--- src/rtl/control_unit.sv ---
`default_nettype none
// ============================================================================
// Module      : control_unit
// Description : Main decoder for the single-issue MIPS datapath. Turns the
//               6-bit primary opcode into the datapath control word and
//               registers it, so the controls line up with the pipeline
//               register that follows decode (one clock of latency).
//
// Ports       : clk       in   1  system clock, rising edge
//               rst_n     in   1  asynchronous active-low reset
//               OPCode    in   6  instruction bits [31:26]
//               WriteReg  out  1  register-file write enable
//               MemToReg  out  1  write-back source: 1 = memory, 0 = ALU
//               Branch    out  1  beq in progress
//               ReadMem   out  1  data-memory read enable
//               WriteMem  out  1  data-memory write enable
//               DstReg    out  1  destination: 1 = rd, 0 = rt
//               ALUSrc    out  1  ALU operand B: 1 = sign-ext imm, 0 = rt
//               ALU_OP    out  2  00 add, 01 subtract, 10 funct, 11 unused
//
// Revision    : 1.0  initial release
// ============================================================================
module control_unit (
    input  logic       clk,
    input  logic       rst_n,
    input  logic [5:0] OPCode,
    output logic       WriteReg,
    output logic       MemToReg,
    output logic       Branch,
    output logic       ReadMem,
    output logic       WriteMem,
    output logic       DstReg,
    output logic       ALUSrc,
    output logic [1:0] ALU_OP
);

    // Opcode encodings fixed by the MIPS ISA.
    localparam logic [5:0] c_OP_RTYPE = 6'b000000;
    localparam logic [5:0] c_OP_LW    = 6'b100011;
    localparam logic [5:0] c_OP_SW    = 6'b101011;
    localparam logic [5:0] c_OP_BEQ   = 6'b000100;
    localparam logic [5:0] c_OP_ADDI  = 6'b001000;

    // ALU operation classes.
    localparam logic [1:0] c_ALU_ADD   = 2'b00;
    localparam logic [1:0] c_ALU_SUB   = 2'b01;
    localparam logic [1:0] c_ALU_FUNCT = 2'b10;

    // Combinational decode.
    logic       w_write_reg;
    logic       w_mem_to_reg;
    logic       w_branch;
    logic       w_read_mem;
    logic       w_write_mem;
    logic       w_dst_reg;
    logic       w_alu_src;
    logic [1:0] w_alu_op;

    // Registered control word.
    logic       r_write_reg;
    logic       r_mem_to_reg;
    logic       r_branch;
    logic       r_read_mem;
    logic       r_write_mem;
    logic       r_dst_reg;
    logic       r_alu_src;
    logic [1:0] r_alu_op;

    // Everything defaults to the NOP word. Unlisted opcodes, and any opcode
    // carrying X/Z (which matches no case item), fall through to it. Fields
    // that are don't-care for sw/beq are left at 0 rather than X.
    always_comb begin
        w_write_reg  = 1'b0;
        w_mem_to_reg = 1'b0;
        w_branch     = 1'b0;
        w_read_mem   = 1'b0;
        w_write_mem  = 1'b0;
        w_dst_reg    = 1'b0;
        w_alu_src    = 1'b0;
        w_alu_op     = c_ALU_ADD;

        case (OPCode)
            c_OP_RTYPE: begin
                w_write_reg = 1'b1;
                w_dst_reg   = 1'b1;
                w_alu_op    = c_ALU_FUNCT;
            end
            c_OP_LW: begin
                w_write_reg  = 1'b1;
                w_mem_to_reg = 1'b1;
                w_read_mem   = 1'b1;
                w_alu_src    = 1'b1;
            end
            c_OP_SW: begin
                w_write_mem = 1'b1;
                w_alu_src   = 1'b1;
            end
            c_OP_BEQ: begin
                w_branch = 1'b1;
                w_alu_op = c_ALU_SUB;
            end
            c_OP_ADDI: begin
                w_write_reg = 1'b1;
                w_alu_src   = 1'b1;
            end
            default: begin
                w_alu_op = c_ALU_ADD;
            end
        endcase
    end

    // Output registers: cleared immediately by reset, otherwise a fresh
    // decode is captured on every rising edge.
    always_ff @(posedge clk or negedge rst_n) begin
        if (!rst_n) begin
            r_write_reg  <= 1'b0;
            r_mem_to_reg <= 1'b0;
            r_branch     <= 1'b0;
            r_read_mem   <= 1'b0;
            r_write_mem  <= 1'b0;
            r_dst_reg    <= 1'b0;
            r_alu_src    <= 1'b0;
            r_alu_op     <= 2'b00;
        end else begin
            r_write_reg  <= w_write_reg;
            r_mem_to_reg <= w_mem_to_reg;
            r_branch     <= w_branch;
            r_read_mem   <= w_read_mem;
            r_write_mem  <= w_write_mem;
            r_dst_reg    <= w_dst_reg;
            r_alu_src    <= w_alu_src;
            r_alu_op     <= w_alu_op;
        end
    end

    assign WriteReg = r_write_reg;
    assign MemToReg = r_mem_to_reg;
    assign Branch   = r_branch;
    assign ReadMem  = r_read_mem;
    assign WriteMem = r_write_mem;
    assign DstReg   = r_dst_reg;
    assign ALUSrc   = r_alu_src;
    assign ALU_OP   = r_alu_op;

endmodule
`default_nettype wire

--- config.mk ---
export PLATFORM = sky130hd
export DESIGN_NAME = control_unit
export DESIGN_NICKNAME = d
export VERILOG_FILES = /design/src/rtl/control_unit.sv
export SDC_FILE = /design/constraint.sdc
export NUM_CORES = 1
export LEC_CHECK = 0
export ABC_AREA = 1
export CAP_MARGIN = 20
export CORE_AREA = 5 5 42 44
export DETAILED_ROUTE_END_ITERATION = 8
export DIE_AREA = 0 0 47 49
export MAX_ROUTING_LAYER = met4
export PLACE_DENSITY = 0.55
export SLEW_MARGIN = 20
export SYNTH_ARGS = -nofsm -noshare
export SYNTH_HDL_FRONTEND = slang
export SYNTH_SLANG_ARGS = --single-unit
--- constraint.sdc ---
create_clock -name clk -period 0.8 [get_ports clk]
set_input_delay 0.08 -clock clk [delete_from_list [all_inputs] [get_ports clk]]
set_output_delay 0.08 -clock clk [all_outputs]
set_load 0.03 [all_outputs]
==> results of run 1 <==
[flip-flops by register name, indices dropped and copies added, names as in the netlist]
register	cells
ALU_OP	2
ALUSrc	1
DstReg	1
ReadMem	1
WriteMem	1
WriteReg	1
[cell usage after synthesis (all sizes together)]
library cell | number | area share (%)
nor2 | 9 | 15
dfrtp | 7 | 57
inv | 7 | 8.5
nand2 | 6 | 8.1
nand3 | 4 | 6.5
buf | 2 | 4.9
[layout make-up]
type / instances / share of cell area [%]
inverter: 7 / 5.17
tap: 16 / 3.94
sequential: 7 / 34.5
multi-input combinational: 19 / 19.0
clock buffer: 4 / 5.17
timing repair buffer: 16 / 32.3
[power by group]
group,internal [W],switching [W]
combinational,0.0000530,0.0000548
sequential,0.000360,0.00000228
clock,0.000189,0.000111
total,0.000602,0.000168
[layer usage]
layer / GRT usage (%) / wire length, um / vias up
met5: - / 0 / -
met4: 6.91 / 0 / 0
met3: 0.369 / 86 / 0
met2: 7.92 / 257 / 12
met1: 5.19 / 182 / 111
li1: - / - / 135
[what timing repair did]
action | in CTS | in global routing
endpoints found under the setup margin | 9 | 13
gates resized for setup | 5 | 4
pin swaps | 0 | 0
[cell families after synthesis]
kind of cell / after synthesis / synth area share, %
AND/OR/NAND/NOR: 19 / 29.7
buffers and inverters: 9 / 13.4
flip-flops: 7 / 56.9
[how the worst max path moves through the flow]
| stage | startpoint | end | slack (ns) | depth (start not counted) |
|---|---|---|---|---|
| detailed placement | OPCode[4] | ALU_OP[0] | -0.18 | 4 |
| CTS | ReadMem | ReadMem | -0.07 | 1 |
| floorplan | ALU_OP[0] | ALU_OP[0] | 0.02 | 1 |
| finish | ReadMem | MemToReg | -0.06 | 1 |
| global placement | OPCode[3] | ALUSrc | -0.17 | 5 |
| global route | ALU_OP[0] | Branch | -0.1 | 1 |
[through the flow]
step	TNS (ns)	std cells	worst slack, ns	area [um^2]	power (W)
detailed placement	-1.15	65	-0.183	450	0.000470
floorplan	0	35	0.0167	308	0.000411
global route	-0.643	69	-0.0976	508	0.000818
global placement	-1.11	65	-0.170	450	0.000470
finish	-0.333	69	-0.0559	508	0.000770
CTS	-0.433	69	-0.0678	495	0.000782
==> out/results.ini, run 1 <==
[run_status]
outcome=finished with violations
violations=negative setup slack

[cells_and_area]
flow.area_growth_from_synthesis_pct=65.0
most_frequent_cells_in_the_layout=sky130_fd_sc_hd__dfrtp_1, sky130_fd_sc_hd__inv_1, sky130_fd_sc_hd__clkdlybuf4s50_1, sky130_fd_sc_hd__buf_6, sky130_fd_sc_hd__nand2_1
final_net_count=62
postLayoutCoreUtil_pct=36.3
antenna_cells=0
area.sequential_um2=175
fillerInstances=165
post_route_cells_drive_above_1_share_pct=34.0
multiInputGateArea_um2=96.3

[floorplan]
die_h_um=49
die_x_um=47
die-area_um2=2300
design.core.area_um2=1400
start_util_pct=22.0
ioPinCount=17
core.rowCount=14

[yosys]
synthesis.instances=35
synthesis.area_per_instance_um2=8.79
synth_nets=43
yosys_synthesis_warning_count=0
syn_area_um2=308
synth_cell_types=9
post_synthesis_register_bit_count=7
yosysSeqAreaShare_pct=56.9

[drt]
drt_drc_violations_left=0
detailed_route_vias_per_instance=3.74
first_iter_violations=2
finalWirelength_um=526
firstDrtPassIters=4
drtAntennaViolNets=0
wire_per_inst_um=7.62
detailroute.via_count=258

[cts]
cts_buf_count=3
clock-sinks=7
ctsHoldBuffers=0
cts_post_setup_buffers_inserted=0
cts.htree.levels=1
tritoncts_clock_tree=done
cts-root-to-sink-buffers=2
clock_tree.root_cell=sky130_fd_sc_hd__clkbuf_4
cts.clk_slew.worst_paths_ns=0.05

[power_and_ir_drop]
power_dens_cells_nw_per_um2=1520
power.leakage_nw=0.271
peakVddDrop_mv=0.379

[sta]
final_hold_viol_count=0
post-route-worst-setup-slack_ns=-0.0559
hold_slack_ns=0.0858
setup_viol=9
drv_slew=0
worst_slew_pin_slew_ns=0.292
rsz0062_at_grt=true
fin_crit_ns=0.856
min_period_over_period_pct=107
clock.fmax_ghz=1.17
max-slew-margin-rel_pct=80.5

[worst_setup_path]
critical_path.max_stage_delay_ns=0.37
path_cells=buf_4
worst_ep_required_time_ns=0.72
path_delay_family=flip-flops
setup.worst_path.start_class=register
worst_path_max_delay_cell=sky130_fd_sc_hd__dfrtp_1
critical_path.max_fanout=2
cp_data_arrival_time_ns=0.78
cp_buf_inv_count=1
critPathKind=register to primary output
crit_path_end_kind=primary output

[global_route]
vias_in_the_first_global_route=248
grt_first_pass_wirelength_um=855
track_usage_pct=5.39
grt_start_max_net_pins=8
global_route.overflow_total=0
number_of_antenna_violations_at_the_first_check_in_global_routing=0

[min_path]
hold_path.class=input port to asynchronous set/reset pin

[job]
maxCapViolations=0

[placement]
finalWeightedCongestion=0.775
portBuffers=16

No activity file was read; power rests on OpenSTA's default activity.
==> run 2: changes to the inputs <==
--- a/config.mk
+++ b/config.mk
@@ -8,10 +8,12 @@
 export ABC_AREA = 1
 export CAP_MARGIN = 20
 export CORE_AREA = 5 5 42 44
+export CTS_CLUSTER_SIZE = 25
 export DETAILED_ROUTE_END_ITERATION = 8
 export DIE_AREA = 0 0 47 49
+export DONT_BUFFER_PORTS = 1
 export MAX_ROUTING_LAYER = met4
-export PLACE_DENSITY = 0.55
+export PLACE_DENSITY = 0.38
 export SLEW_MARGIN = 20
 export SYNTH_ARGS = -nofsm -noshare
 export SYNTH_HDL_FRONTEND = slang
==> constraint.sdc (replaced) <==
create_clock -name clk -period 0.8 [get_ports clk]
set_input_delay 0.08 -clock clk [delete_from_list [all_inputs] [get_ports clk]]
set_output_delay 0.08 -clock clk [all_outputs]
set_load 0.01 [all_outputs]
==> run 2 against run 1 <==
  * The flow now finishes without violations
  * Setup slack better by 0.090 ns
  * Largest power group unchanged
  * Power is 4.5% lower
  * Via count is 15% lower
==> out/results.ini, run 2 (synthesis gave the netlist of run 1 again) <==
[run_status]
outcome=completed

[cts]
clock_tree.root_cell=sky130_fd_sc_hd__clkbuf_4
cts_post_setup_buffers_inserted=0  ; unchanged
cts.clk_slew.worst_paths_ns=0.05  ; about the same
tritoncts_clock_tree=done
cts_buf_count=3  ; unchanged
cts.htree.levels=1  ; unchanged
clock-sinks=7  ; unchanged
cts-root-to-sink-buffers=2  ; unchanged

[drt]
wire_per_inst_um=10.4  ; +36%
detailed_route_vias_per_instance=3.79  ; +1.4%
detailroute.via_count=220  ; -15%
firstDrtPassIters=3  ; -1
drtAntennaViolNets=0  ; unchanged
first_iter_violations=1  ; -1
drt_drc_violations_left=0  ; unchanged
finalWirelength_um=603  ; +15%

[worst_setup_path]
critPathKind=register to primary output
cp_data_arrival_time_ns=0.69  ; -0.09 ns
setup.worst_path.start_class=register
critical_path.max_fanout=2  ; unchanged
worst_ep_required_time_ns=0.72  ; about the same
crit_path_end_kind=primary output

[global_route]
vias_in_the_first_global_route=241  ; -2.8%
grt_first_pass_wirelength_um=890  ; +4.1%
grt_start_max_net_pins=8  ; unchanged
number_of_antenna_violations_at_the_first_check_in_global_routing=0  ; unchanged
track_usage_pct=6.05  ; +0.66 points
global_route.overflow_total=0  ; unchanged

[floorplan]
ioPinCount=17  ; unchanged
die_h_um=49  ; unchanged
design.core.area_um2=1400  ; unchanged
die_x_um=47  ; unchanged
core.rowCount=14  ; unchanged
die-area_um2=2300  ; unchanged
start_util_pct=22.0  ; unchanged

[sta]
max-slew-margin-rel_pct=80.1  ; -0.35 points
min_period_over_period_pct=95.7  ; -11 points
finalSetupTns_ns=0  ; +0.333 ns
drv_slew=0  ; unchanged
fin_crit_ns=0.766  ; -0.0903 ns
rsz0062_at_grt=false
final_hold_viol_count=0  ; unchanged
clock.fmax_ghz=1.31  ; +12%
setup_viol=0  ; -9
worst_slew_pin_slew_ns=0.297  ; +0.00522 ns

[power_and_ir_drop]
power.leakage_nw=0.219  ; -19%
p_sw_share_pct=21.2  ; -0.60 points
power_dens_cells_nw_per_um2=1860  ; +23%
peakVddDrop_mv=0.432  ; +14%
pwr-share-comb_pct=8.6  ; -5.4 points
clock_power_share_pct=41.7  ; +2.7 points
power.sequential.fraction_pct=49.7  ; +2.7 points
netSwitchingPower_w=0.000156  ; -7.1%
power.internal_w=0.000579  ; -3.8%

[cells_and_area]
flow.area_growth_from_synthesis_pct=28.5
layout.cells.most_common=sky130_fd_sc_hd__inv_1
most_frequent_cells_in_the_layout=sky130_fd_sc_hd__inv_1, sky130_fd_sc_hd__dfrtp_1, sky130_fd_sc_hd__nand2_1, sky130_fd_sc_hd__nor2_1
antenna_cells=0  ; unchanged
fillerInstances=162  ; -1.8%
final_net_count=51  ; -18%
postLayoutCellArea_um2=395  ; -22%
largest_register_ffs=2  ; unchanged
postLayoutCoreUtil_pct=28.2  ; -8.0 points
post_route_cells_drive_above_1_share_pct=21.4  ; -13 points

[min_path]
worst_hold_path.num_cells=3
worst_hold_path.endpoint=ALU_OP[0]
min-delay-start=OPCode[5]
hold_path.class=input port to register

[placement]
hpwlAfterDp_um=469
finalWeightedCongestion=0.805  ; +3.9%
portBuffers=0  ; -16
post_dp_cell_area_um2=313  ; -31%

[job]
maxCapViolations=0  ; unchanged

run 2: cell count changes in the layout (fill, tap and decap cells not counted), sizes merged:
cell / before / now
clkdlybuf4s50: 7 / 0
buf: 9 / 0
dlygate4sd3: 0 / 4
dlymetal6s4s: 0 / 1
run 2: through the flow:
stage / setup WS, ns / hold slack [ns] / power, W / cells
2_1_floorplan: 0.181 / -0.216 / 0.000401 / 35
3_3_place_gp: 0.298 / -0.215 / 0.000405 / 49
3_5_place_dp: 0.290 / -0.215 / 0.000406 / 49
4_1_cts: 0.0188 / 0.000789 / 0.000751 / 58
5_1_grt: 0.00768 / 0.00383 / 0.000777 / 58
6_report: 0.0344 / 0.00295 / 0.000735 / 58
run 2: routing by layer:
layer | share of wire (%) | global-route usage, % | up-vias
met5 | 0 | - | -
met2 | 49 | 7.47 | 12
met3 | 13 | 1.11 | 2
li1 | - | - | 113
met1 | 35 | 5.87 | 93
met4 | 3.2 | 9.68 | 0
run 2: layout make-up:
| cell class | instances | area [um^2] | share of cell area (%) |
|---|---|---|---|
| inverter | 7 | 26.3 | 6.65 |
| tap | 16 | 20.0 | 5.06 |
| sequential | 7 | 176 | 44.6 |
| clock buffer | 4 | 26.3 | 6.65 |
| multi-input combinational | 19 | 93.8 | 23.7 |
| timing repair buffer | 5 | 52.6 | 13.3 |
run 2: timing repair:
action                                 4_1_cts  5_1_grt
endpoints found under the hold margin       10        0
setup endpoints to repair                    0        5
resized for setup                            0        3
hold buffers                                 5        0
run 2: worst max path at each step:
stage	startpoint	to	slack, ns	cells after the start
after floorplan	ALU_OP[0]	ALU_OP[0]	0.18	1
after global placement	ALU_OP[0]	ALU_OP[0]	0.30	0
after detailed placement	ALU_OP[0]	ALU_OP[0]	0.29	0
after CTS	ReadMem	ReadMem	0.02	0
after global routing	OPCode[5]	WriteMem	0.008	5
final	ReadMem	ReadMem	0.03	0
run 2: power groups by stage:
stage                     combinational [W]  clock, W  sequential, W
after floorplan                   0.0000316         0       0.000370
after global placement            0.0000335         0       0.000371
after detailed placement          0.0000346         0       0.000371
after CTS                         0.0000608  0.000325       0.000365
after global routing              0.0000712  0.000340       0.000365
final                             0.0000631  0.000307       0.000365
==> run 3: changes to the inputs <==
--- a/config.mk
+++ b/config.mk
@@ -13,7 +13,7 @@
 export DIE_AREA = 0 0 47 49
 export DONT_BUFFER_PORTS = 1
 export MAX_ROUTING_LAYER = met4
-export PLACE_DENSITY = 0.38
+export PLACE_DENSITY = 0.41
 export SLEW_MARGIN = 20
 export SYNTH_ARGS = -nofsm -noshare
 export SYNTH_HDL_FRONTEND = slang
==> run 3 against run 2 <==
  * Critical path depth is the same
  * Global-route usage grew 0.28 points
  * Sequential share of layout area shrank 0.46 points
  * Die area is the same
  * Largest power group unchanged
  * Worst hold slack gained 0.011 ns
==> out/results.ini, run 3 (synthesis gave the netlist of run 1 again) <==
[floorplan]
ioPinCount=17  ; unchanged
core.rowCount=14  ; unchanged
die-area_um2=2300  ; unchanged
start_util_pct=22.0  ; unchanged
design.core.area_um2=1400  ; unchanged
die_h_um=49  ; unchanged
die_x_um=47  ; unchanged

[global_route]
grt_first_pass_wirelength_um=966  ; +8.5%
global_route.overflow_total=0  ; unchanged
vias_in_the_first_global_route=249  ; +3.3%
grt_start_max_net_pins=8  ; unchanged
track_usage_pct=6.32  ; +0.28 points
number_of_antenna_violations_at_the_first_check_in_global_routing=0  ; unchanged

[worst_setup_path]
worst_ep_required_time_ns=0.72  ; about the same
critical_path.max_fanout=2  ; unchanged
crit_path_end_kind=primary output
cp_data_arrival_time_ns=0.68  ; about the same
setup.worst_path.start_class=register
critPathKind=register to primary output

[power_and_ir_drop]
peakVddDrop_mv=0.388  ; -10%
power.leakage_nw=0.233  ; +6.4%
power.internal_w=0.000578  ; -0.22%
netSwitchingPower_w=0.000156  ; about the same
power.sequential.fraction_pct=49.8  ; about the same
pwr-share-comb_pct=8.9  ; +0.3 points
power_dens_cells_nw_per_um2=1850  ; -0.48%
clock_power_share_pct=41.3  ; -0.4 points
p_sw_share_pct=21.3  ; +0.043 points

[cells_and_area]
flow.area_growth_from_synthesis_pct=28.9
fillerInstances=152  ; -6.2%
area.sequential_um2=175  ; -0.71%
largest_register_ffs=2  ; unchanged
most_frequent_cells_in_the_layout=sky130_fd_sc_hd__dfrtp_1, sky130_fd_sc_hd__inv_1, sky130_fd_sc_hd__nand2_1
postLayoutCellArea_um2=397  ; +0.32%
final_net_count=50  ; -2.0%
post_route_cells_drive_above_1_share_pct=24.4  ; +3.0 points
antenna_cells=0  ; unchanged
multiInputGateArea_um2=101  ; +8.0%

[cts]
clock_tree.root_cell=sky130_fd_sc_hd__clkbuf_4
cts.htree.levels=1  ; unchanged
tritoncts_clock_tree=done
clock-sinks=7  ; unchanged
cts.clk_slew.worst_paths_ns=0.05  ; about the same
cts_buf_count=3  ; unchanged
cts-root-to-sink-buffers=2  ; unchanged

[sta]
max-slew-margin-rel_pct=79.9  ; -0.26 points
fin_crit_ns=0.760  ; -0.00590 ns
drv_slew=0  ; unchanged
setup_viol=0  ; unchanged
finalSetupTns_ns=0  ; unchanged
final_hold_viol_count=0  ; unchanged
rsz0062_at_grt=false
clock.fmax_ghz=1.32  ; +0.78%
post-route-worst-setup-slack_ns=0.0403  ; +0.00590 ns
min_period_over_period_pct=95.0  ; -0.74 points
worst_slew_pin_slew_ns=0.301  ; +0.00394 ns

[placement]
finalWeightedCongestion=0.829  ; +2.9%
dpl_worst_slack_ns=0.297  ; +0.00645 ns
portBuffers=0  ; unchanged
post_dp_cell_area_um2=313  ; unchanged
hpwlAfterDp_um=459  ; -2.1%

[drt]
detailroute.via_count=218  ; -0.91%
first_iter_violations=5  ; +4
drt_drc_violations_left=0  ; unchanged
detailed_route_vias_per_instance=3.82  ; +0.83%
finalWirelength_um=575  ; -4.6%
drtAntennaViolNets=0  ; unchanged
wire_per_inst_um=10.1  ; -3.0%
firstDrtPassIters=2  ; -1

[job]
maxCapViolations=0  ; unchanged

[min_path]
hold_path.class=input port to register

[run_status]
outcome=completed

-- run 3: cell count changes in the layout (fill, tap and decap cells not counted), sizes merged --
cell,previous run,this run
dlymetal6s4s,1,3
dlygate4sd3,4,1
-- run 3: through the flow --
stage / instances / utilization [%] / hold WS [ns] / power (W)
6_report: 57 / 28.3 / 0.0143 / 0.000734
5_1_grt: 57 / 28.3 / 0.0219 / 0.000769
4_1_cts: 57 / 27.1 / 0.00153 / 0.000750
3_5_place_dp: 49 / 22.3 / -0.215 / 0.000406
3_3_place_gp: 49 / 22.3 / -0.215 / 0.000404
2_1_floorplan: 35 / - / -0.216 / 0.000401
-- run 3: routing by layer --
layer / up-vias / GRT usage, % / wire length (um)
li1: 112 / - / -
met1: 92 / 6.95 / 241
met2: 12 / 8.37 / 252
met3: 2 / 0.369 / 61
met4: 0 / 8.29 / 19
met5: - / - / 0
-- run 3: area by class of cell --
type | instances | share of cell area (%)
clock buffer | 4 | 6.62
tap | 16 | 5.05
multi-input combinational | 19 | 25.6
timing repair buffer | 4 | 12.0
sequential | 7 | 44.2
inverter | 7 | 6.62
-- run 3: worst paths after layout --
kind                            from   endpoint  slack (ns)  cells past startpoint
setup / recovery           ALU_OP[0]     Branch        0.04                      0
hold / removal             OPCode[4]  ALU_OP[1]        0.01                      3
max in group asynchronous      rst_n    ReadMem        0.41                      1
min in group asynchronous      rst_n  ALU_OP[0]        0.16                      1
-- run 3: power by group through the flow --
stage	clock [W]	combinational [W]	sequential (W)
floorplan	0	0.0000316	0.000370
finish	0.000303	0.0000656	0.000365
detailed placement	0	0.0000346	0.000371
global route	0.000329	0.0000749	0.000365
global placement	0	0.0000332	0.000371
CTS	0.000326	0.0000592	0.000365
-- run 3: what timing repair did --
item,CTS,global route
hold endpoints to repair,12,0
gates resized for setup,0,6
setup endpoints to repair,0,6
setup buffers,0,0
hold buffers,4,0
